`src/rtl/ripple_count_monitor.sv`:
```
// ripple_count_monitor: filters a glitchy, unsynchronised ripple-counter value
//   and reports the accepted count, threshold hits, wraps and a wrap tally.
// Latency: a value held on cnt_in_i for two edges is accepted on the third edge.
// Backpressure: none, the monitor only observes the counter.
// Ports:
//   clock_i, reset_i        clock, asynchronous active-high reset
//   enable_i                monitor enable; low returns the FSM to IDLE
//   cnt_in_i[N:0]           raw ripple-counter value
//   threshold_i[N:0]        compare value for thresh_hit_o
//   cnt_stable_o[N:0]       last accepted count
//   stable_valid_o          cnt_stable_o holds an accepted value
//   thresh_hit_o, wrap_o    single-cycle event pulses on a load
//   wrap_count_o[WRAP_W-1:0] saturating wrap tally
//   seq_err_o               sticky non-increment flag
// Optional feature: define RIPPLE_MON_SEQ_CHECK_EN to build the sequence check
// behind seq_err_o; otherwise seq_err_o is tied low.

module ripple_count_monitor #(
  parameter int N      = 3,
  parameter int WRAP_W = 8
) (
  input  logic              clock_i,
  input  logic              reset_i,
  input  logic              enable_i,
  input  logic [N:0]        cnt_in_i,
  input  logic [N:0]        threshold_i,
  output logic [N:0]        cnt_stable_o,
  output logic              stable_valid_o,
  output logic              thresh_hit_o,
  output logic              wrap_o,
  output logic [WRAP_W-1:0] wrap_count_o,
  output logic              seq_err_o
);

  typedef enum logic [1:0] {
    IDLE  = 2'd0,
    ACQ   = 2'd1,
    TRACK = 2'd2
  } state_t;

  localparam logic [WRAP_W-1:0] WRAP_MAX = '1;

  state_t            state_q;
  logic [N:0]        s1_q;
  logic [N:0]        s2_q;
  logic [N:0]        cnt_stable_q;
  logic              stable_valid_q;
  logic              thresh_hit_q;
  logic              wrap_q;
  logic [WRAP_W-1:0] wrap_count_q;

  logic              sample_stable;
  logic              track_load;
  logic [WRAP_W-1:0] wrap_count_d;

  // Two-stage sampler. A sample is trusted only once both stages agree,
  // which rejects any value that ripple settling left on the bus for a
  // single edge.
  always_ff @(posedge clock_i or posedge reset_i) begin
    if (reset_i) begin
      s1_q <= '0;
      s2_q <= '0;
    end else begin
      s1_q <= cnt_in_i;
      s2_q <= s1_q;
    end
  end

  assign sample_stable = (s1_q == s2_q);

  // A load in TRACK happens only for a new, stable value.
  assign track_load = enable_i && (state_q == TRACK) && sample_stable &&
                      (s2_q != cnt_stable_q);

  assign wrap_count_d = (wrap_count_q == WRAP_MAX) ? wrap_count_q
                                                   : wrap_count_q + 1'b1;

  // Control FSM with registered outputs. Pulses default low every edge and
  // are raised only by a TRACK load, so they can never last beyond one cycle
  // unless the next cycle carries another qualifying load.
  always_ff @(posedge clock_i or posedge reset_i) begin
    if (reset_i) begin
      state_q        <= IDLE;
      cnt_stable_q   <= '0;
      stable_valid_q <= 1'b0;
      thresh_hit_q   <= 1'b0;
      wrap_q         <= 1'b0;
      wrap_count_q   <= '0;
    end else begin
      thresh_hit_q <= 1'b0;
      wrap_q       <= 1'b0;
      if (!enable_i) begin
        // cnt_stable_q deliberately keeps its last value.
        state_q        <= IDLE;
        stable_valid_q <= 1'b0;
        wrap_count_q   <= '0;
      end else begin
        case (state_q)
          IDLE: begin
            state_q        <= ACQ;
            stable_valid_q <= 1'b0;
            wrap_count_q   <= '0;
          end
          ACQ: begin
            // First accepted value is a reference only: no events.
            if (sample_stable) begin
              cnt_stable_q   <= s2_q;
              stable_valid_q <= 1'b1;
              state_q        <= TRACK;
            end
          end
          TRACK: begin
            if (track_load) begin
              cnt_stable_q <= s2_q;
              thresh_hit_q <= (s2_q == threshold_i);
              if (s2_q < cnt_stable_q) begin
                wrap_q       <= 1'b1;
                wrap_count_q <= wrap_count_d;
              end
            end
          end
          default: begin
            state_q <= IDLE;
          end
        endcase
      end
    end
  end

`ifdef RIPPLE_MON_SEQ_CHECK_EN
  logic       seq_err_q;
  logic [N:0] step_d;

  // Modular distance between the new and previous accepted values; a
  // well-behaved counter advances by exactly one per accepted load.
  assign step_d = s2_q - cnt_stable_q;

  always_ff @(posedge clock_i or posedge reset_i) begin
    if (reset_i) begin
      seq_err_q <= 1'b0;
    end else if (!enable_i || (state_q == IDLE)) begin
      seq_err_q <= 1'b0;
    end else if (track_load && (step_d != {{N{1'b0}}, 1'b1})) begin
      seq_err_q <= 1'b1;
    end
  end

  assign seq_err_o = seq_err_q;
`else
  assign seq_err_o = 1'b0;
`endif

  assign cnt_stable_o   = cnt_stable_q;
  assign stable_valid_o = stable_valid_q;
  assign thresh_hit_o   = thresh_hit_q;
  assign wrap_o         = wrap_q;
  assign wrap_count_o   = wrap_count_q;

endmodule

```
`config.mk`:
```
export PLATFORM = sky130hd
export DESIGN_NAME = ripple_count_monitor
export DESIGN_NICKNAME = d
export VERILOG_FILES = /design/src/rtl/ripple_count_monitor.sv
export SDC_FILE = /design/constraint.sdc
export NUM_CORES = 1
export LEC_CHECK = 0
export ABC_AREA = 1
export BUFFER_PORTS_ARGS = -buffer_cell sky130_fd_sc_hd__buf_2
export CAP_MARGIN = 20
export CORE_AREA = 4 4 65 67
export CTS_CLUSTER_DIAMETER = 150
export DETAILED_ROUTE_END_ITERATION = 10
export DIE_AREA = 0 0 69 71
export PLACE_DENSITY = 0.6
export SLEW_MARGIN = 20
export SYNTH_ARGS = -nofsm -noshare
export SYNTH_HDL_FRONTEND = slang
export SYNTH_SLANG_ARGS = --single-unit
```
`constraint.sdc`:
```
create_clock -name clock_i -period 2.3 [get_ports clock_i]
set_input_delay 0.23 -clock clock_i [delete_from_list [all_inputs] [get_ports clock_i]]
set_output_delay 0.23 -clock clock_i [all_outputs]
set_load 0.02 [all_outputs]
```
; ---- After elaboration in Yosys (flattened, before gate mapping)
; Cells that the tools add are included.
[classes]
n_addsub = 1
order_cmp = 1
eq_ne = 15
muxes = 21
reduce_logical = 9
[ops]
columns = cell, n
row1 = 8-bit two-way mux, 4
row2 = 8-bit case mux with 2 select lines, 1
row3 = 1-bit two-way mux, 9
row4 = 3-bit != test (second input constant), 3
row5 = 8-bit by 1-bit adder with 8-bit output (second input constant), 1
row6 = 4-bit == test, 2
row7 = 8-bit == test (second input constant), 1
row8 = 4-bit two-way mux, 2
row9 = 4-bit case mux with 2 select lines, 1
row10 = 4-bit AND reduction, 2
row11 = 2-bit != test (second input constant), 3
row12 = 3-bit by 1-bit != test with 1-bit output (second input constant), 2
row13 = 2-bit case mux with 3 select lines, 1
row14 = 4-bit less-than comparator, 1
row15 = 2-bit two-way mux, 2
row16 = 4-bit != test, 1
row17 = 2-bit AND reduction, 2
row18 = 1-bit logical AND, 3
row19 = 3-bit by 2-bit != test with 1-bit output (second input constant), 1
row20 = 2-bit by 1-bit == test with 1-bit output (second input constant), 1
row21 = 2-bit == test (second input constant), 1
row22 = 2-bit zero test, 1
row23 = 1-bit case mux with 2 select lines, 1
row24 = 2-bit nonzero test, 1
[totals]
register_bits = 25
in_bits = 11
output_inout_bits = 16
wordCells = 55

; ---- Logic depth before layout (Yosys ltp)
[depth]
word_depth = 7
ltp_mapped = 10
ltp_nobuf = 10

; ---- Worst setup path before layout
; OpenSTA, ideal clock, no wires.
[synth_timing]
path_kind = reg2reg
start = reg cnt_stable_q[3] (netlist: cnt_stable_o[3])
end = reg wrap_count_q[0] (netlist: wrap_count_o[0])
setup_ps = 118
arrival_time_ps = 1503
t_required_ps = 2182
path_slack_ps = 679
path_stages_with_launch = 11
n_path_buf = 0
period_less_slack_ps = 1621
cell_sequence = dfrtp_1 -> inv_1 -> ha_1 -> nand2_1 -> nor2_1 -> nor2_4 -> nand3_4 -> nand2_4 -> nand3_4 -> nand2_1 -> nand2_1
[synth_between]
elab_chain_cells = 4
word_cells_on_any_way = 6
cone_classes = 1 x order compare / 3 x eq/ne / 2 x reduce/logical
[synth_rtl]
columns = item, line
row1 = start: declaration, 46  ; logic [N:0] cnt_stable_q;
row2 = start signal: assignment, 107  ; cnt_stable_q <= s2_q;
row3 = start signal: assignment, 114  ; cnt_stable_q <= s2_q;
row4 = branches (longest 3 deep; another with 4-bit less-than comparator), -
row5 = 4-bit AND reduction (no line) (*), -
row6 = end signal: assignment, 118  ; wrap_count_q <= wrap_count_d;
row7 = end: declaration, 50  ; logic [WRAP_W-1:0] wrap_count_q;
; Mark *: on every way between the ends.
; A chain may end at the register's enable or synchronous reset.

; ---- Final worst setup path
[layout_timing]
start = reg s2_q[3]
end = reg wrap_count_q[6] (netlist: wrap_count_o[6])
[layout_between]
elab_chain_cells = 5
word_cells_on_any_way = 8
cone_classes = 1 x order compare / 4 x eq/ne / 3 x reduce/logical
[layout_rtl]
columns = item, line
row1 = start: declaration, 45  ; logic [N:0] s2_q;
row2 = start signal: assignment, 65  ; s2_q <= s1_q;
row3 = branches (longest 4 deep; another with 4-bit less-than comparator), -
row4 = 4-bit AND reduction (no line) (*), -
; Marks and branches as above.

==> run metrics <==
outcome finished, final reports clean; Logic pwr share 0.226; area post-placement about 1600 um^2; Routed Antenna Nets 0; Via Count about 1100; CTS resizes 0; antenna cells 0; fillers approximately 380; Mapped Nets between 150 and 200; vias per std cell about 4.5; clk slew on worst S/H paths 0.09 ns; chip width 69 um; drc violations 0; power per cell area approximately 600 nW/um^2; clock share of power 0.272; post-layout min period between 1.5 and 2 ns; detailed-route wire length per cell about 11 um; number of global-route vias before repair around 1100; Final nets around 220; Final HPWL DP around 2000 um; Yosys reg bits 25; worst hold path type input pin to flop; Die ar. roughly 4900 um^2; final setup TNS 0 ns; # rows 22; most used cell along the critical path nand2_1; largest delay contributor family on the critical path simple AND/OR/NAND/NOR gates; Switch Pwr about 0.3 mW; Seq/Total Area, Yosys 0.442; Crit path required time roughly 2.5 ns; unique cell type count in the Yosys netlist 26; Initial Util 0.390; syn_area_per_cell roughly 8.3 um^2; critical path cell sequence ha_1 > nand2_1 > nor2_1 > nor2_4 > nand3_4 > nand2_4 > nand3_4 > nand2_1 > nand2_1; Arr. time, crit path approximately 1.8 ns; Final period util 0.718; Ys Warns 0; Internal approximately 0.68 mW; Final Setup Violations 0; drt pass-1 iters 4; Final Util 0.455; commonest non-fill, non-tap cells in the layout nand2_1 (51), dfrtp_1 (25), buf_2 (25), inv_1 (19), nor2_1 (17); Num CTS Buffers 3; first-pass GRT wire length roughly 4800 um; switching share of power 0.312; H-tree depth 1; most common cell after layout, fill and taps aside nand2_1; PortBufs 25; crit end category flop; Max Fclk 605 MHz; slowest CP cell dfrtp_1; Root Driver clkbuf_8; largest net degree at the start of global routing 26; area grow syn2layout 16.7%; Placer Congestion about 0.77; num ports 27; initial antenna violation count 0; VDD IR-drop max 0.000239 V; WP buf/inv 0; Die Y between 70 and 80 um; cells after synthesis around 170; crit-path max FO 9; WS Path Type flop to flop; count of final hold-check violations 0; max_cap viols 0; share of layout cells above drive strength 1 0.240; Leak about 0.90 nW; Cell Area, Synth about 1400 um^2; CTS Buffer Depth 2; Critical Path Source Type flop; CTS Sinks 25; Worst Skew about 0.0033 ns; Initial DRC Count 50; CTS tree built; CP peak stage delay between 0.4 and 0.5 ns; Flop pwr share 0.502; total wire length around 2600 um; total global-route track usage 0.116; Skew-Pair Late Insertion Delay 0.27 ns; Core ar. 3630 um^2; finished layout cell area between 1500 and 2000 um^2; fin. max-slew vios 0; RSZ-0062 raised after global routing no; GRT overflow 0
power by group through the flow:
stage	sequential, mW	clock (mW)	combinational [mW]
6_report	0.493	0.268	0.222
5_1_grt	0.499	0.291	0.255
4_1_cts	0.494	0.281	0.227
3_5_place_dp	0.503	0	0.224
3_3_place_gp	0.503	0	0.225
2_1_floorplan	0.532	0	0.135
layer usage:
metal  part of all wire  track usage  vias to the layer above
li1                   -            -                      594
met1               0.52        0.167                      489
met2               0.43        0.177                       27
met3              0.041       0.0170                        2
met4             0.0064       0.0412                        0
met5                  0            0                        -
cells by family after synthesis:
group / count (synthesis) / synth area share
AOI/OAI and AO/OA: 8 / 0.0300
xor gates and xnor gates: 7 / 0.0433
adders and majority gates: 5 / 0.0442
buffers and inverters: 24 / 0.0707
DFF: 25 / 0.442
other: 1 / 0.00265
and+or+nand+nor: 101 / 0.367
layout make-up:
cell class	instances	area [um^2]	share of cell area
Clock buffer	3	41.3	0.0250
Tap cell	48	60.1	0.0363
Sequential cell	25	626	0.379
Clock inverter	1	7.51	0.00454
Inverter	22	85.1	0.0515
Timing Repair Buffer	27	143	0.0863
Multi-Input combinational cell	122	691	0.418
synth_stat cells:
master | count | area share
conb_1 | 1 | 0.0026
nand4_1 | 8 | 0.035
inv_1 | 19 | 0.050
buf_4 | 1 | 0.0053
nand3_1 | 8 | 0.028
o21ai_1 | 3 | 0.011
nor2_1 | 17 | 0.045
dfrtp_1 | 25 | 0.44
xnor2_1 | 3 | 0.019
nand2_2 | 5 | 0.022
nor3_1 | 1 | 0.0035
ha_1 | 5 | 0.044
nor2_8 | 1 | 0.014
o21ai_0 | 1 | 0.0035
o21bai_1 | 1 | 0.0053
a21oi_1 | 3 | 0.011
inv_4 | 1 | 0.0044
nand2_4 | 4 | 0.032
nand2_1 | 51 | 0.14
nand3b_1 | 1 | 0.0053
inv_2 | 2 | 0.0053
xor2_1 | 4 | 0.025
and2_4 | 1 | 0.0062
nor2_4 | 2 | 0.016
clkbuf_4 | 1 | 0.0053
nand3_4 | 2 | 0.025
what timing repair did:
| item | in CTS | in global routing |
|---|---|---|
| hold buffers | 1 | 0 |
| hold endpoints to repair | 15 | 0 |
| setup buffers | 0 | 0 |
metrics by stage:
step	setup WS [ns]	total power [mW]	hold WS [ns]	std cells
finish	0.647	0.983	0.0601	248
global placement	0.657	0.728	0.299	243
global route	0.487	1.04	0.0491	248
CTS	0.626	1.00	0.0494	248
detailed placement	0.645	0.727	0.297	243
floorplan	0.679	0.667	0.257	171
registers in the layout (all words and copies together), names as in the netlist:
signal	flops
s1_q	4
cnt_stable_o	4
state_q	2
wrap_o	1
thresh_hit_o	1
wrap_count_o	8
stable_valid_o	1
s2_q	4
worst paths after layout:
path                        startpoint              end  slack [ns]  depth (start not counted)
max in group asynchronous      reset_i  cnt_stable_o[2]        1.52                          4
min reg2reg                    s1_q[1]          s2_q[1]        0.41                          0
min                        cnt_in_i[1]          s1_q[1]        0.06                          1
max reg2reg                    s2_q[3]  wrap_count_o[6]        0.65                          9
min in group asynchronous      reset_i  cnt_stable_o[0]        0.54                          4
max                            s2_q[3]  wrap_count_o[6]        0.65                          9
worst reg2reg max path, delay by kind of cell, from the launching register on:
kind	cells	cell delay, ns
adder cells (fa/ha/maj)	1	0.31
flip-flops	1	0.44
AND/OR/NAND/NOR	8	0.80
Power figures use the tool's default switching activity.
